==> config.mk <==
export PLATFORM = sky130hd
export DESIGN_NAME = mem_access
export DESIGN_NICKNAME = d
export VERILOG_FILES = /design/src/rtl/mem_access.sv
export SDC_FILE = /design/constraint.sdc
export NUM_CORES = 1
export LEC_CHECK = 0
export ABC_AREA = 0
export CORE_ASPECT_RATIO = 0.9
export CORE_UTILIZATION = 41
export DETAILED_ROUTE_END_ITERATION = 12
export PLACE_DENSITY = 0.8
export SLEW_MARGIN = 20
export SYNTH_ARGS = -nofsm -noshare
export SYNTH_HDL_FRONTEND = slang
export SYNTH_SLANG_ARGS = --single-unit
==> constraint.sdc <==
create_clock -name clk -period 2.3 [get_ports clk]
set_input_delay 0.345 -clock clk [delete_from_list [all_inputs] [get_ports clk]]
set_output_delay 0.345 -clock clk [all_outputs]
set_load 0.05 [all_outputs]
==> src/rtl/mem_access.sv <==
// MEM-stage data-memory initiator: runs one req/ack bus transaction per
// load/store, stalls upstream while busy, and registers a writeback record.
//
// Ports:
//   clk, rst            clock, synchronous active-high reset
//   mem_*_i             request from EX (valid, op, addr, wdata, wreg_*)
//   bus_*_o / bus_*_i   data-RAM bus (req held until ack, big-endian lanes)
//   wb_wreg_*_o         registered writeback record to WB
//   stallreq_from_mem   combinational freeze of upstream stages
//   misalign_o          1-cycle pulse, misaligned LW/SW dropped
//   bus_err_o           1-cycle pulse, bus timeout abort
module mem_access #(
   parameter int TIMEOUT = 16
) (
   input  logic        clk,
   input  logic        rst,
   input  logic        mem_valid_i,
   input  logic [2:0]  mem_op_i,
   input  logic [31:0] mem_addr_i,
   input  logic [31:0] mem_wdata_i,
   input  logic        mem_wreg_en_i,
   input  logic [4:0]  mem_wreg_addr_i,
   input  logic [31:0] mem_wreg_data_i,
   output logic        bus_req_o,
   output logic        bus_we_o,
   output logic [31:0] bus_addr_o,
   output logic [3:0]  bus_be_o,
   output logic [31:0] bus_wdata_o,
   input  logic [31:0] bus_rdata_i,
   input  logic        bus_ack_i,
   output logic        wb_wreg_en_o,
   output logic [4:0]  wb_wreg_addr_o,
   output logic [31:0] wb_wreg_data_o,
   output logic        stallreq_from_mem,
   output logic        misalign_o,
   output logic        bus_err_o
);

   localparam int CW = $clog2(TIMEOUT);

   localparam logic [2:0] OP_LB = 3'd1;
   localparam logic [2:0] OP_LW = 3'd2;
   localparam logic [2:0] OP_SB = 3'd3;
   localparam logic [2:0] OP_SW = 3'd4;

   typedef enum logic [1:0] {IDLE, BUS, DONE} state_t;

   state_t state_q, state_d;

   logic [CW-1:0] cnt_q, cnt_d;
   logic          is_lb_q, is_lb_d;
   logic [1:0]    lane_q, lane_d;
   logic          wen_q, wen_d;
   logic [4:0]    wra_q, wra_d;

   logic        req_d, we_d;
   logic [31:0] addr_d, wdata_d;
   logic [3:0]  be_d;
   logic        wb_en_d, mis_d, err_d;
   logic [4:0]  wb_addr_d;
   logic [31:0] wb_data_d;

   logic is_lb, is_sb, is_word, is_mem, accept;
   logic [7:0]  rbyte;
   logic [31:0] ldata;

   assign is_lb   = (mem_op_i == OP_LB);
   assign is_sb   = (mem_op_i == OP_SB);
   assign is_word = (mem_op_i == OP_LW) || (mem_op_i == OP_SW);
   assign is_mem  = is_lb || is_sb || is_word;
   // word accesses need addr[1:0]==0; byte accesses are always aligned
   assign accept  = mem_valid_i && is_mem &&
                    (!is_word || (mem_addr_i[1:0] == 2'b00));

   assign stallreq_from_mem = ((state_q == IDLE) && accept) ||
                              (state_q == BUS);

   // lane 0 is the most significant byte
   always_comb begin
      rbyte = bus_rdata_i[31:24];
      unique case (lane_q)
         2'd0: rbyte = bus_rdata_i[31:24];
         2'd1: rbyte = bus_rdata_i[23:16];
         2'd2: rbyte = bus_rdata_i[15:8];
         2'd3: rbyte = bus_rdata_i[7:0];
      endcase
   end

   assign ldata = is_lb_q ? {{24{rbyte[7]}}, rbyte} : bus_rdata_i;

   always_comb begin
      state_d   = state_q;
      cnt_d     = cnt_q;
      is_lb_d   = is_lb_q;
      lane_d    = lane_q;
      wen_d     = wen_q;
      wra_d     = wra_q;
      req_d     = bus_req_o;
      we_d      = bus_we_o;
      addr_d    = bus_addr_o;
      be_d      = bus_be_o;
      wdata_d   = bus_wdata_o;
      wb_en_d   = 1'b0;
      wb_addr_d = wb_wreg_addr_o;
      wb_data_d = wb_wreg_data_o;
      mis_d     = 1'b0;
      err_d     = 1'b0;
      unique case (state_q)
         // DONE lasts one cycle and takes new work exactly like IDLE
         IDLE, DONE: begin
            state_d = IDLE;
            if (accept) begin
               state_d = BUS;
               cnt_d   = '0;
               is_lb_d = is_lb;
               lane_d  = mem_addr_i[1:0];
               wen_d   = mem_wreg_en_i;
               wra_d   = mem_wreg_addr_i;
               req_d   = 1'b1;
               we_d    = is_sb || (mem_op_i == OP_SW);
               addr_d  = {mem_addr_i[31:2], 2'b00};
               be_d    = is_word ? 4'b1111
                                 : (4'b1000 >> mem_addr_i[1:0]);
               wdata_d = is_sb ? {4{mem_wdata_i[7:0]}}
                               : mem_wdata_i;
            end else if (mem_valid_i && is_mem) begin
               mis_d = 1'b1;
            end else if (mem_valid_i) begin
               wb_en_d   = mem_wreg_en_i;
               wb_addr_d = mem_wreg_addr_i;
               wb_data_d = mem_wreg_data_i;
            end
         end
         BUS: begin
            if (bus_ack_i) begin
               state_d   = DONE;
               req_d     = 1'b0;
               wb_en_d   = wen_q && !bus_we_o;
               wb_addr_d = wra_q;
               wb_data_d = ldata;
            end else if (cnt_q == CW'(TIMEOUT - 1)) begin
               state_d = IDLE;
               req_d   = 1'b0;
               err_d   = 1'b1;
            end else begin
               cnt_d = cnt_q + 1'b1;
            end
         end
         default: state_d = IDLE;
      endcase
   end

   always_ff @(posedge clk) begin
      if (rst) begin
         state_q        <= IDLE;
         cnt_q          <= '0;
         is_lb_q        <= 1'b0;
         lane_q         <= 2'd0;
         wen_q          <= 1'b0;
         wra_q          <= 5'd0;
         bus_req_o      <= 1'b0;
         bus_we_o       <= 1'b0;
         bus_addr_o     <= 32'd0;
         bus_be_o       <= 4'd0;
         bus_wdata_o    <= 32'd0;
         wb_wreg_en_o   <= 1'b0;
         wb_wreg_addr_o <= 5'd0;
         wb_wreg_data_o <= 32'd0;
         misalign_o     <= 1'b0;
         bus_err_o      <= 1'b0;
      end else begin
         state_q        <= state_d;
         cnt_q          <= cnt_d;
         is_lb_q        <= is_lb_d;
         lane_q         <= lane_d;
         wen_q          <= wen_d;
         wra_q          <= wra_d;
         bus_req_o      <= req_d;
         bus_we_o       <= we_d;
         bus_addr_o     <= addr_d;
         bus_be_o       <= be_d;
         bus_wdata_o    <= wdata_d;
         wb_wreg_en_o   <= wb_en_d;
         wb_wreg_addr_o <= wb_addr_d;
         wb_wreg_data_o <= wb_data_d;
         misalign_o     <= mis_d;
         bus_err_o      <= err_d;
      end
   end

endmodule

==> summary.md <==
| Metric | Value |
|---|---|
| Result of the run | complete, no violations |
| IO Port Bufs | about 250 |
| Post-synth EDFFs | 0 |
| Setup tns final | 0 ps |
| Slew Viols, Final | 0 |
| Hold_sp | rst |
| Crit path max-delay cell type | clkdlybuf4s50_1 |
| FF-to-FF path depth | 6 |
| TritonCTS buffer count | 17 |
| P_int | 4.74 mW |
| Initial antenna violation count | 0 |
| Drt drc | 0 |
| P&R area growth vs syn | 64.6% |
| GPL Wtd Cong | 0.856 |
| Clock latency on the worst-skew pair | between 400 and 500 ps |
| Worst Path Max Fanout | 6 |
| Share of cells above drive strength 1 | 0.107 |
| Async SR Flop Fraction | 0 |
| Largest net degree at the start of global routing | 94 |
| Max Buffers Root-to-Sink | 2 |
| Htree depth | 4 |
| Max-cap viol count | 0 |
| Startpoint types | input pin |
| Via count of the first global-routing pass | 5,382 |
| Routed via count | 5,626 |
| Die Span Y | roughly 110 um |
| DR pass1 iterations | 4 |
| FP Rows | 39 |
| Total power | approximately 6.8 mW |
| Setup WS pre-CTS | -37.0 ps |
| Remaining Overflow, GRT | 0 |
| Clk_skew | 8.26 ps |
| Layout Utilization | 0.695 |
| Post-Syn Area per Cell | 8.25 um^2 |
| Top-Level Pins | ~250 |
| Final Cycle Share | 0.945 |
| Most frequent cells in the layout | clkdlybuf4s50_1, dfxtp_1, nand2_1 |
| Detail Route Antenna Nets | 0 |
| Critical path, cell by cell | clkdlybuf4s50_1 -> buf_4 -> o21bai_1 -> or2_2 -> a31oi_1 -> nor2_1 -> clkbuf_16 |
| R2R setup slack | approximately 500 ps |
| DR vias/cell | 5.21 |
| Switching power | 2.11 mW |
| Max-slew headroom | 0.624 |
| Hpwl dp | between 10 and 15 mm |
| Synth Instances | 654 |
| Initial Utilization | 0.422 |
| Arrival time worst endpoint | 1830 ps |
| Die area | 0.0136 mm^2 |
| Power Density | between 700 and 800 mW/mm^2 |
| Clock share of power | 0.402 |
| Worst IR Drop VDD | around 520 uV |
| Reg clk slew, reported paths | approximately 60 ps |
| Post-Route WL | around 18 mm |
| CTS tree | built |
| Max Fclk | 0.460 GHz |
| Post-CTS Hold Buffers | 0 |
| Commonest non-fill, non-tap cell in the layout | clkdlybuf4s50_1 |
| Sequential share of the synthesized area | 0.456 |
| Reg power frac | 0.345 |
| Clk root buf | clkbuf_16 |
| Unique masters post-synth | 47 |
| Final Net Count | 1,045 |
| LEAKAGE | 3.21 nW |
| CP Class | input pin to primary output |
| Synthesized area | 0.00540 mm^2 |
| Launch point of the worst reg-to-reg path | state_q[0]$_SDFFE_PP0P_ |
| Worst Setup End Kind | primary output |
| Antenna Cells | 0 |
| Worst Hold End | wb_wreg_data_o[3]$_SDFFE_PP0P_ |
| Worst slew pin tran | 563 ps |
| Gr usage total | 0.265 |
| Routed len/inst | 16.4 um |
| Final worst slack | between 100 and 150 ps |
| 1st-iter DRT viols | 378 |
| Sw Ratio | 0.308 |
| Hold slack | roughly 340 ps |
| Predominant post-synthesis flop cell | dfxtp_1 |
| Worst min path class | input pin to flop |
| Seq cells post-synth | 123 |
| Die width | 123 um |
| Worst path max stage delay | 420 ps |
| Reg-to-Reg End | wb_wreg_data_o[8]$_SDFFE_PP0P_ |
| Fin. Hold Viols | 0 |
| Final setup fails | 0 |
| Worst EP required | 1960 ps |
| Min Tclk post-route | 2170 ps |
| Comb pwr share | 0.253 |
| Clock sink count | about 120 |
| Yosys Warn Count | 0 |
| Worst Hold Path Cells | 4 |
| RSZ-0062 raised after global routing | false |
| First-pass GRT wire length | 27.9 mm |
| Core Footprint | between 0.01 and 0.015 mm^2 |
kinds of logic (layout without fill, tap and decap cells):
family,count (synthesis),count (layout),synth area share
simple gates,251,251,0.209
xor+xnor,6,6,0.00974
flops,123,123,0.456
fa+ha+maj,1,1,0.00232
mux,9,9,0.0190
buf+inv,83,344,0.0638
compound gates,180,180,0.239
other cells,1,2,0.000695
registers in the layout (all words and copies together), names as in the netlist, 2 cells and up:
signal and cells:
lane_q 2, wra_q 5, wb_wreg_addr_o 5, state_q 2, bus_wdata_o 32, bus_addr_o 30, cnt_q 4, bus_be_o 4
wb_wreg_data_o 32
per-layer routing:
metal  vias to the layer above  share of wire  GRT usage
li1                       2772              -          -
met1                      2620           0.44      0.343
met2                       195           0.46      0.407
met3                        39          0.066     0.0689
met4                         0          0.031      0.123
met5                         -              0          0
through the flow:
step                std cells  area [um^2]
global route             1080         8880
CTS                      1081         8870
finish                   1080         8880
global placement         1049         8260
detailed placement       1049         8260
floorplan                 655         5400
what timing repair did:
item,CTS,global route
endpoints found under the setup margin,0,1
hold endpoints to repair,0,0
buffers inserted,0,0
gates resized for setup,0,4
power by group through the flow:
stage	combinational, mW	clock, mW	sequential [mW]
after floorplan	0.489	0	2.90
after global placement	1.71	0	2.41
after detailed placement	1.72	0	2.41
after CTS	1.73	2.79	2.36
after global routing	1.83	2.90	2.38
final	1.73	2.75	2.36
area by class of cell:
cell class                 count  area [um^2]
multi-input combinational    449         2630
fill                        1025         3900
sequential                   123         2460
inverter                      27          101
clock buffer                  18          439
tap                          164          205
timing repair buffer         285         2880
clock inverter                14          170
worst max-delay path by stage:
stage / startpoint / to / slack, ps / cells after the start
after floorplan: mem_op_i[1] / wb_wreg_data_o[12]$_SDFFE_PP0P_ / 320 / 7
after CTS: mem_op_i[1] / stallreq_from_mem / 60 / 7
after global placement: mem_op_i[1] / wb_wreg_data_o[11]$_SDFFE_PP0P_ / -2 / 6
final: mem_op_i[0] / stallreq_from_mem / 130 / 7
after detailed placement: mem_op_i[1] / wb_wreg_data_o[7]$_SDFFE_PP0P_ / -40 / 6
after global routing: mem_op_i[1] / stallreq_from_mem / 30 / 8
cell usage after synthesis (all sizes together) (10+ instances only):
master  instances  area [um^2]
nand2         110          413
buf            11         72.6
o21ai          23          115
o32ai          25          369
inv            27          101
a21oi          82          410
nor2b          10         62.6
a211oi         26          195
clkbuf         45          170
dfxtp         123         2460
nor2           63          236
nor3           30          150
worst max-delay path, delay by kind of cell:
family	cells	cell delay (ps)
and+or+nand+nor	2	380
AOI/OAI and AO/OA	2	340
buffers and inverters	3	760
Note: power is estimated with default switching activity, not from simulation.
